### config.mk
export PLATFORM = sky130hd
export DESIGN_NAME = somador_datapath
export DESIGN_NICKNAME = d
export VERILOG_FILES = /design/src/rtl/somador_pkg.sv /design/src/rtl/somador_ram.sv /design/src/rtl/somador_datapath.sv
export SDC_FILE = /design/constraint.sdc
export NUM_CORES = 1
export LEC_CHECK = 0
export CORE_MARGIN = 2
export CORE_UTILIZATION = 30
export CTS_CLUSTER_SIZE = 8
export DETAILED_ROUTE_END_ITERATION = 16
export SLEW_MARGIN = 20
export SYNTH_ARGS = -nofsm -noshare
export SYNTH_HDL_FRONTEND = slang
export SYNTH_SLANG_ARGS = --single-unit
### constraint.sdc
create_clock -name clk -period 2.7 [get_ports clk]
set_clock_uncertainty 0.1 [all_clocks]
set_input_delay 0.54 -clock clk [delete_from_list [all_inputs] [get_ports clk]]
set_output_delay 0.54 -clock clk [all_outputs]
set_load 0.05 [all_outputs]
### src/rtl/somador_pkg.sv
// Shared widths and error-cause encodings for the somador datapath.
// Optional write saturation is selected with SOMADOR_SAT_WRITE_EN.
package somador_pkg;
    localparam int DATA_W = 8;
    localparam int ADDR_W = 5;
    localparam int ACC_W  = DATA_W + ADDR_W;

    typedef enum logic [1:0] {
        ERR_NONE        = 2'd0,
        ERR_LOAD_TRANSF = 2'd1,
        ERR_WREN_TRANSF = 2'd2
    } err_cause_e;
endpackage

### src/rtl/somador_ram.sv
// Operand/result memory: one write port, registered read, read-before-write.
// The array itself is never reset; only the read register is.
module somador_ram #(
    parameter int DW = 8,
    parameter int AW = 5
) (
    input  logic          clk,
    input  logic          rst_n,
    input  logic          we,
    input  logic [AW-1:0] waddr,
    input  logic [DW-1:0] wdata,
    input  logic          re,
    input  logic [AW-1:0] raddr,
    output logic [DW-1:0] q
);
    logic [DW-1:0] mem_r [2**AW];
    logic [DW-1:0] q_d;
    logic [DW-1:0] q_q;

    always_ff @(posedge clk) begin
        if (we) begin
            mem_r[waddr] <= wdata;
        end
    end

    always_comb begin
        q_d = q_q;
        if (re) begin
            q_d = mem_r[raddr];
        end
    end

    always_ff @(posedge clk or negedge rst_n) begin
        if (!rst_n) begin
            q_q <= '0;
        end else begin
            q_q <= q_d;
        end
    end

    assign q = q_q;
endmodule

### src/rtl/somador_datapath.sv
// Somador datapath: memory, accumulator, result register, status flags.
// Define SOMADOR_SAT_WRITE_EN to saturate result write-back to memory.
module somador_datapath
    import somador_pkg::*;
#(
    parameter int DATA_W = somador_pkg::DATA_W,
    parameter int ADDR_W = somador_pkg::ADDR_W,
    parameter int ACC_W  = somador_pkg::ACC_W
) (
    input  logic              clk,
    input  logic              reset,
    input  logic [ADDR_W-1:0] address,
    input  logic              rden,
    input  logic              wren,
    input  logic              load,
    input  logic              transf,
    input  logic              clear,
    input  logic              ready,
    input  logic              host_we,
    input  logic [ADDR_W-1:0] host_addr,
    input  logic [DATA_W-1:0] host_wdata,
    output logic [DATA_W-1:0] mem_q,
    output logic [ACC_W-1:0]  acc,
    output logic [ACC_W-1:0]  res,
    output logic [ADDR_W:0]   load_cnt,
    output logic              ovf,
    output logic              err,
    output logic              host_rej
);
    localparam logic [ADDR_W:0] CNT_MAX = {1'b1, {ADDR_W{1'b0}}};

    logic [ACC_W-1:0]  acc_d, acc_q;
    logic [ACC_W-1:0]  res_d, res_q;
    logic [ADDR_W:0]   cnt_d, cnt_q;
    logic              ovf_d, ovf_q;
    logic              err_d, err_q;
    logic              rej_d, rej_q;
    logic [ACC_W:0]    sum;
    logic              host_ok;
    logic              ram_we;
    logic [ADDR_W-1:0] ram_waddr;
    logic [DATA_W-1:0] ram_wdata;
    logic [DATA_W-1:0] fsm_wdata;

    always_comb begin
`ifdef SOMADOR_SAT_WRITE_EN
        fsm_wdata = (|res_q[ACC_W-1:DATA_W]) ? {DATA_W{1'b1}}
                                              : res_q[DATA_W-1:0];
`else
        fsm_wdata = res_q[DATA_W-1:0];
`endif
    end

    always_comb begin
        acc_d = acc_q;
        res_d = res_q;
        cnt_d = cnt_q;
        ovf_d = ovf_q;
        sum   = {1'b0, acc_q} + {{(ACC_W + 1 - DATA_W){1'b0}}, mem_q};
        err_d = err_q | (load & transf) | (wren & transf);
        if (clear) begin
            acc_d = '0;
            ovf_d = 1'b0;
            cnt_d = '0;
        end else if (load && !transf) begin
            acc_d = sum[ACC_W-1:0];
            ovf_d = ovf_q | sum[ACC_W];
            if (cnt_q != CNT_MAX) begin
                cnt_d = cnt_q + 1'b1;
            end
        end
        // Transfer sees the accumulator before this edge's load.
        if (transf && !load) begin
            res_d = acc_q;
        end
    end

    always_comb begin
        host_ok   = host_we & ready & ~wren;
        rej_d     = host_we & ~host_ok;
        ram_we    = (wren | host_ok) & reset;
        ram_waddr = wren ? address : host_addr;
        ram_wdata = wren ? fsm_wdata : host_wdata;
    end

    always_ff @(posedge clk or negedge reset) begin
        if (!reset) begin
            acc_q <= '0;
            res_q <= '0;
            cnt_q <= '0;
            ovf_q <= 1'b0;
            err_q <= 1'b0;
            rej_q <= 1'b0;
        end else begin
            acc_q <= acc_d;
            res_q <= res_d;
            cnt_q <= cnt_d;
            ovf_q <= ovf_d;
            err_q <= err_d;
            rej_q <= rej_d;
        end
    end

    somador_ram #(
        .DW (DATA_W),
        .AW (ADDR_W)
    ) u_ram (
        .clk   (clk),
        .rst_n (reset),
        .we    (ram_we),
        .waddr (ram_waddr),
        .wdata (ram_wdata),
        .re    (rden),
        .raddr (address),
        .q     (mem_q)
    );

    assign acc      = acc_q;
    assign res      = res_q;
    assign load_cnt = cnt_q;
    assign ovf      = ovf_q;
    assign err      = err_q;
    assign host_rej = rej_q;
endmodule

; Word-level counts from Yosys, hierarchy flattened
; Memory sizes are Yosys's and may differ from the RTL's. A register that Yosys moved wholly into a read port is not among the register bits.
; Cells that the tools add are included.
[totals]
mem_bits_rw = 256
memories = 1
elab_cells = 41
out_inout_bits = 43
register_bits = 35
[op_classes]
n_addsub = 2
bitwise_logic = 12
n_eq_ne = 1
n_mux = 11
n_reduce_logical = 8
[mem_list]
columns = name, words, width, read_ports, rd_ports_with_merged_regs, write_ports, line_no
row1 = u_ram.mem_r, 32, 8, 1, 1, 1, somador_ram.sv:16  ; logic [DW-1:0] mem_r [2**AW];
[ops]
columns = cell, n
row1 = $mux W13, 2
row2 = $mux W6, 3
row3 = $add A13 B8 Y14, 1
row4 = $mux W8, 1
row5 = $add A6 B1 Y6 const B, 1
row6 = $and A1 B1 Y1, 6
row7 = $ne A6 B6 Y1 const B, 1
row8 = $mux W5, 1
row9 = $mux W1, 4
row10 = $or A1 B1 Y1, 4
row11 = $reduce_bool A2 Y1, 2
row12 = $logic_not A1 Y1, 3
row13 = $logic_and A1 B1 Y1, 2
row14 = $not A1 Y1, 2
row15 = $reduce_and A2 Y1, 1

; Logic depth before layout (Yosys ltp)
[depth]
ltp_word = 6
ltp_mapped = 8
depth_no_buf = 7

; Hierarchy
; A second synthesis with hierarchy kept.
[hier_totals]
cells_unflattened = 791
area_unflattened_um2 = 12497.0
[modules_own_cells]
columns = module, area_each_um2, seq_area_each_um2, cells_per_inst, n_inst
row1 = somador_ram, 10421.2, 7887.6, 591, 1
row2 = somador_datapath, 2075.7, 875.8, 200, 1

; Least setup slack after synthesis
; OpenSTA, ideal clock, no wires.
[synth_path]
kind = input port to flip-flop
startpoint = input wren
endpoint = memory u_ram.mem_r[24][0] (enable)
arrival_ns = 1.848
setup_ns = 0.371
required_time_ns = 2.229
stages = 4
path_slack_ns = 0.381
path_cell_list = buf_2 mux2_2 or3_1 nor2_1
[synth_via]
elab_chain_len = 6
word_cells_on_any_way = 7
cone_classes = 3 x mux / 4 x bitwise
[synth_rtl]
columns = element, line_no
row1 = start: declaration, somador_datapath.sv:14  ; input logic wren,
row2 = $not A1 Y1, somador_datapath.sv:79  ; host_ok = host_we & ready & ~wren;
row3 = $and A1 B1 Y1, somador_datapath.sv:79
row4 = $or A1 B1 Y1, somador_datapath.sv:81  ; ram_we = (wren | host_ok) & reset;
row5 = $and A1 B1 Y1, somador_datapath.sv:81
row6 = $mux W1, somador_ram.sv:21  ; if (we) begin
row7 = $mux W1 (not written as such), somador_ram.sv:22  ; mem_r[waddr] <= wdata;
row8 = end: declaration, somador_ram.sv:16
; Several ways; a longest one is shown, not always the timed one.

; Worst setup path in the final report
[layout_path]
startpoint = register u_ram.q_q[0] (netlist: u_ram.q[0]), read port of u_ram.mem_r
endpoint = output mem_q[0]
[layout_lines]
columns = element, line_no
row1 = start: declaration, somador_ram.sv:18  ; logic [DW-1:0] q_q;
row2 = end: declaration, somador_datapath.sv:22  ; output logic [DATA_W-1:0] mem_q,
; No word-level cell between the ends.

==> metrics.txt <==
number of global-route vias before repair=7,564; YS warnings=0; Routed WL per cell=20.76 um; crit end category=output pin; GPL Wtd Cong=0.8781; total track usage=0.1428; share of cells above drive strength 1=0.1627; hold buffers post-CTS=0; FF-to-FF path depth=7; Clock Sinks=299; r2r startpoint=u_ram.q[0]$_DFFE_PN0P_; Worst Path Required=2060 ps; Max IR drop VDD=454.1 uV; # rows=74; CP bufs+invs=2; Syn Area/Cell=15.61 um2; crit path launch type=flip-flop; # setup viols final=0; H-tree lvl count=2; num ports=70; Critical-path top delay cell=clkdlybuf4s50_1; Worst-Skew Late Latency=540 ps; RSZ-0062 raised after global routing=no; Critical Path Sink=mem_q[0]; DRT iter0 DRCs=539; Starting Density=0.3056; drt pass-1 iters=5; Layout fillers=3,776; dpl cells=1,432; DIE AREA=0.04344 mm2; crit share post-route=0.9513; most common cell after layout, fill and taps aside=edfxtp_1; Layout area overhead=23.89%; delay-heaviest family, CP=buffers and inverters; Final Slew Violations=0; P per Cell Area=736.9 mW/mm2; final wirelength=31.20 mm; Synth Flop Type=edfxtp_1; CP peak stage delay=800 ps; Vias=7,363; Post-CTS Resized=0; Cell Area, Synth=0.01254 mm2; GRT Residual Overflow=0; EDFF count, synth=256; buffer count from post-CTS setup fixing=0; initial antenna violation count=0; DP HPWL=20.13 mm; total stage count of the critical path=2; sequential element share of the synthesized area=0.6991; CP Cell Sequence=buf_4 > clkdlybuf4s50_1; CTS tree=yes; CTS clk-pin slew, worst paths=50 ps; crit path from=u_ram.q[0]$_DFFE_PN0P_; Slew HR=0.4536; Slew @ Worst Pin=819.6 ps; Port-buffer cells=69; core area=0.04102 mm2; synthesis-stage register bit count=299; largest cells by area after synthesis=edfxtp_1, mux2i_1, dfrtp_1; final hold vios=0; worst setup margin=131.5 ps; largest net degree at the start of global routing=44; first-pass GRT wire length=47.03 mm; Root Driver=clkbuf_16; Clock Path Buffers=3; Setup CP Type=flip-flop to output pin; Max-cap violations=0; Post-Layout Cell Count=1,503; post-layout minimum cycle time=2569 ps; DR DRC count=0; crit path DAT=1930 ps; worst slack, placed=-178.0 ps; Final ANT Viol Nets=0; reg-to-reg slack, setup=330 ps; ys async rst share=0.1438; total CTS buffers=43; outcome=completed; top cell type's share of synthesized area=0.6132; r2r endpoint=acc[12]$_DFFE_PN0P_; maximum fanout along the worst path=2; cells after synthesis=803; height of the die=208.4 um; nets=983; most frequent cells in the layout=edfxtp_1, mux2i_1, clkdlybuf4s50_1, a22oi_1, buf_4; Syn Nets=841; Fmax achieved=0.3893 GHz; cell accounting for the most synthesized area=edfxtp_1; Avg Vias per Cell=4.899; Die Width=208.4 um; Pleak=5.640 nW; HP Class=input port to async pin; synth unique cells=50; Ant. Diodes=0; Final Power=11.45 mW
==> registers in the layout, indices dropped and copies added, names as in the netlist <==
register / flops
res: 13
acc: 13
u_ram.mem_r: 256
u_ram.q: 8
host_rej: 1
err: 1
ovf: 1
load_cnt: 6
==> how the worst min path moves through the flow <==
stage	startpoint	endpoint	slack, ps	cells past startpoint
3_5_place_dp	err$_DFF_PN0_	err$_DFF_PN0_	360	1
3_3_place_gp	err$_DFF_PN0_	err$_DFF_PN0_	350	1
5_1_grt	reset	acc[3]$_DFFE_PN0P_	130	2
2_1_floorplan	reset	acc[0]$_DFFE_PN0P_	140	0
4_1_cts	reset	u_ram.q[3]$_DFFE_PN0P_	90	2
6_report	reset	u_ram.q[3]$_DFFE_PN0P_	90	2
==> cell usage after synthesis, types with 2 or more instances <==
master and count:
a211o_1 2, a211oi_1 2, a21o_1 4, a21oi_1 49, a22oi_1 65, and2_1 3
buf_1 5, buf_12 2, buf_2 13, buf_4 2, buf_6 8, clkbuf_1 12
clkbuf_4 2, dfrtp_1 43, edfxtp_1 256, ha_1 10, inv_1 6, mux2_2 30
mux2i_1 133, nand2_1 20, nand2b_1 9, nand3_1 8, nand3b_1 3, nand4_1 4
nor2_1 48, nor2b_1 5, nor3_1 5, nor4_1 8, nor4b_1 2, o211ai_1 2
o21ai_0 4, o21ai_1 6, o311ai_1 2, o31ai_1 2, or2_2 3, or3_1 6
or4_1 2, xnor2_1 2, xor2_1 4
==> power breakdown <==
group / internal, mW / switching [mW] / total [mW]
combinational: 0.446 / 0.850 / 1.30
clock: 2.95 / 1.90 / 4.85
sequential: 5.21 / 0.0875 / 5.30
==> routing by layer <==
| layer | global-route usage | wire length, um |
|---|---|---|
| met1 | 0.1905 | 13820 |
| met3 | 0.02098 | 1406 |
| met5 | 0 | 0 |
| met4 | 0.05532 | 983 |
| met2 | 0.2353 | 14990 |
==> kinds of logic (layout without fill, tap and decap cells) <==
logic type,count (synthesis),in the layout,synth area share
flops,299,299,0.6991
mux,163,163,0.1331
compound gates,145,145,0.07566
simple gates,128,128,0.05030
buf+inv,51,219,0.02605
fa+ha+maj,11,11,0.01158
xor+xnor,6,6,0.004192
==> layout make-up <==
cell class                 count  area (um2)  share of cell area
clock buffer                  67        1166             0.07508
sequential                   299        8763              0.5642
timing repair buffer         142        1398             0.08999
inverter                       6       22.52            0.001450
clock inverter                 4       62.56            0.004028
multi-input combinational    453        3453              0.2223
tap                          532       665.6             0.04286
==> stage by stage <==
stage	hold WS [ps]	area, um2	setup TNS, ps	utilization
after floorplan	144.4	12540	0	-
after global placement	351.0	14300	-493.3	0.3487
after detailed placement	364.5	14300	-841.4	0.3487
after CTS	93.02	15530	0	0.3787
after global routing	128.3	15530	0	0.3787
final	85.79	15530	0	0.3787
Note: power is estimated with default switching activity, not from simulation.
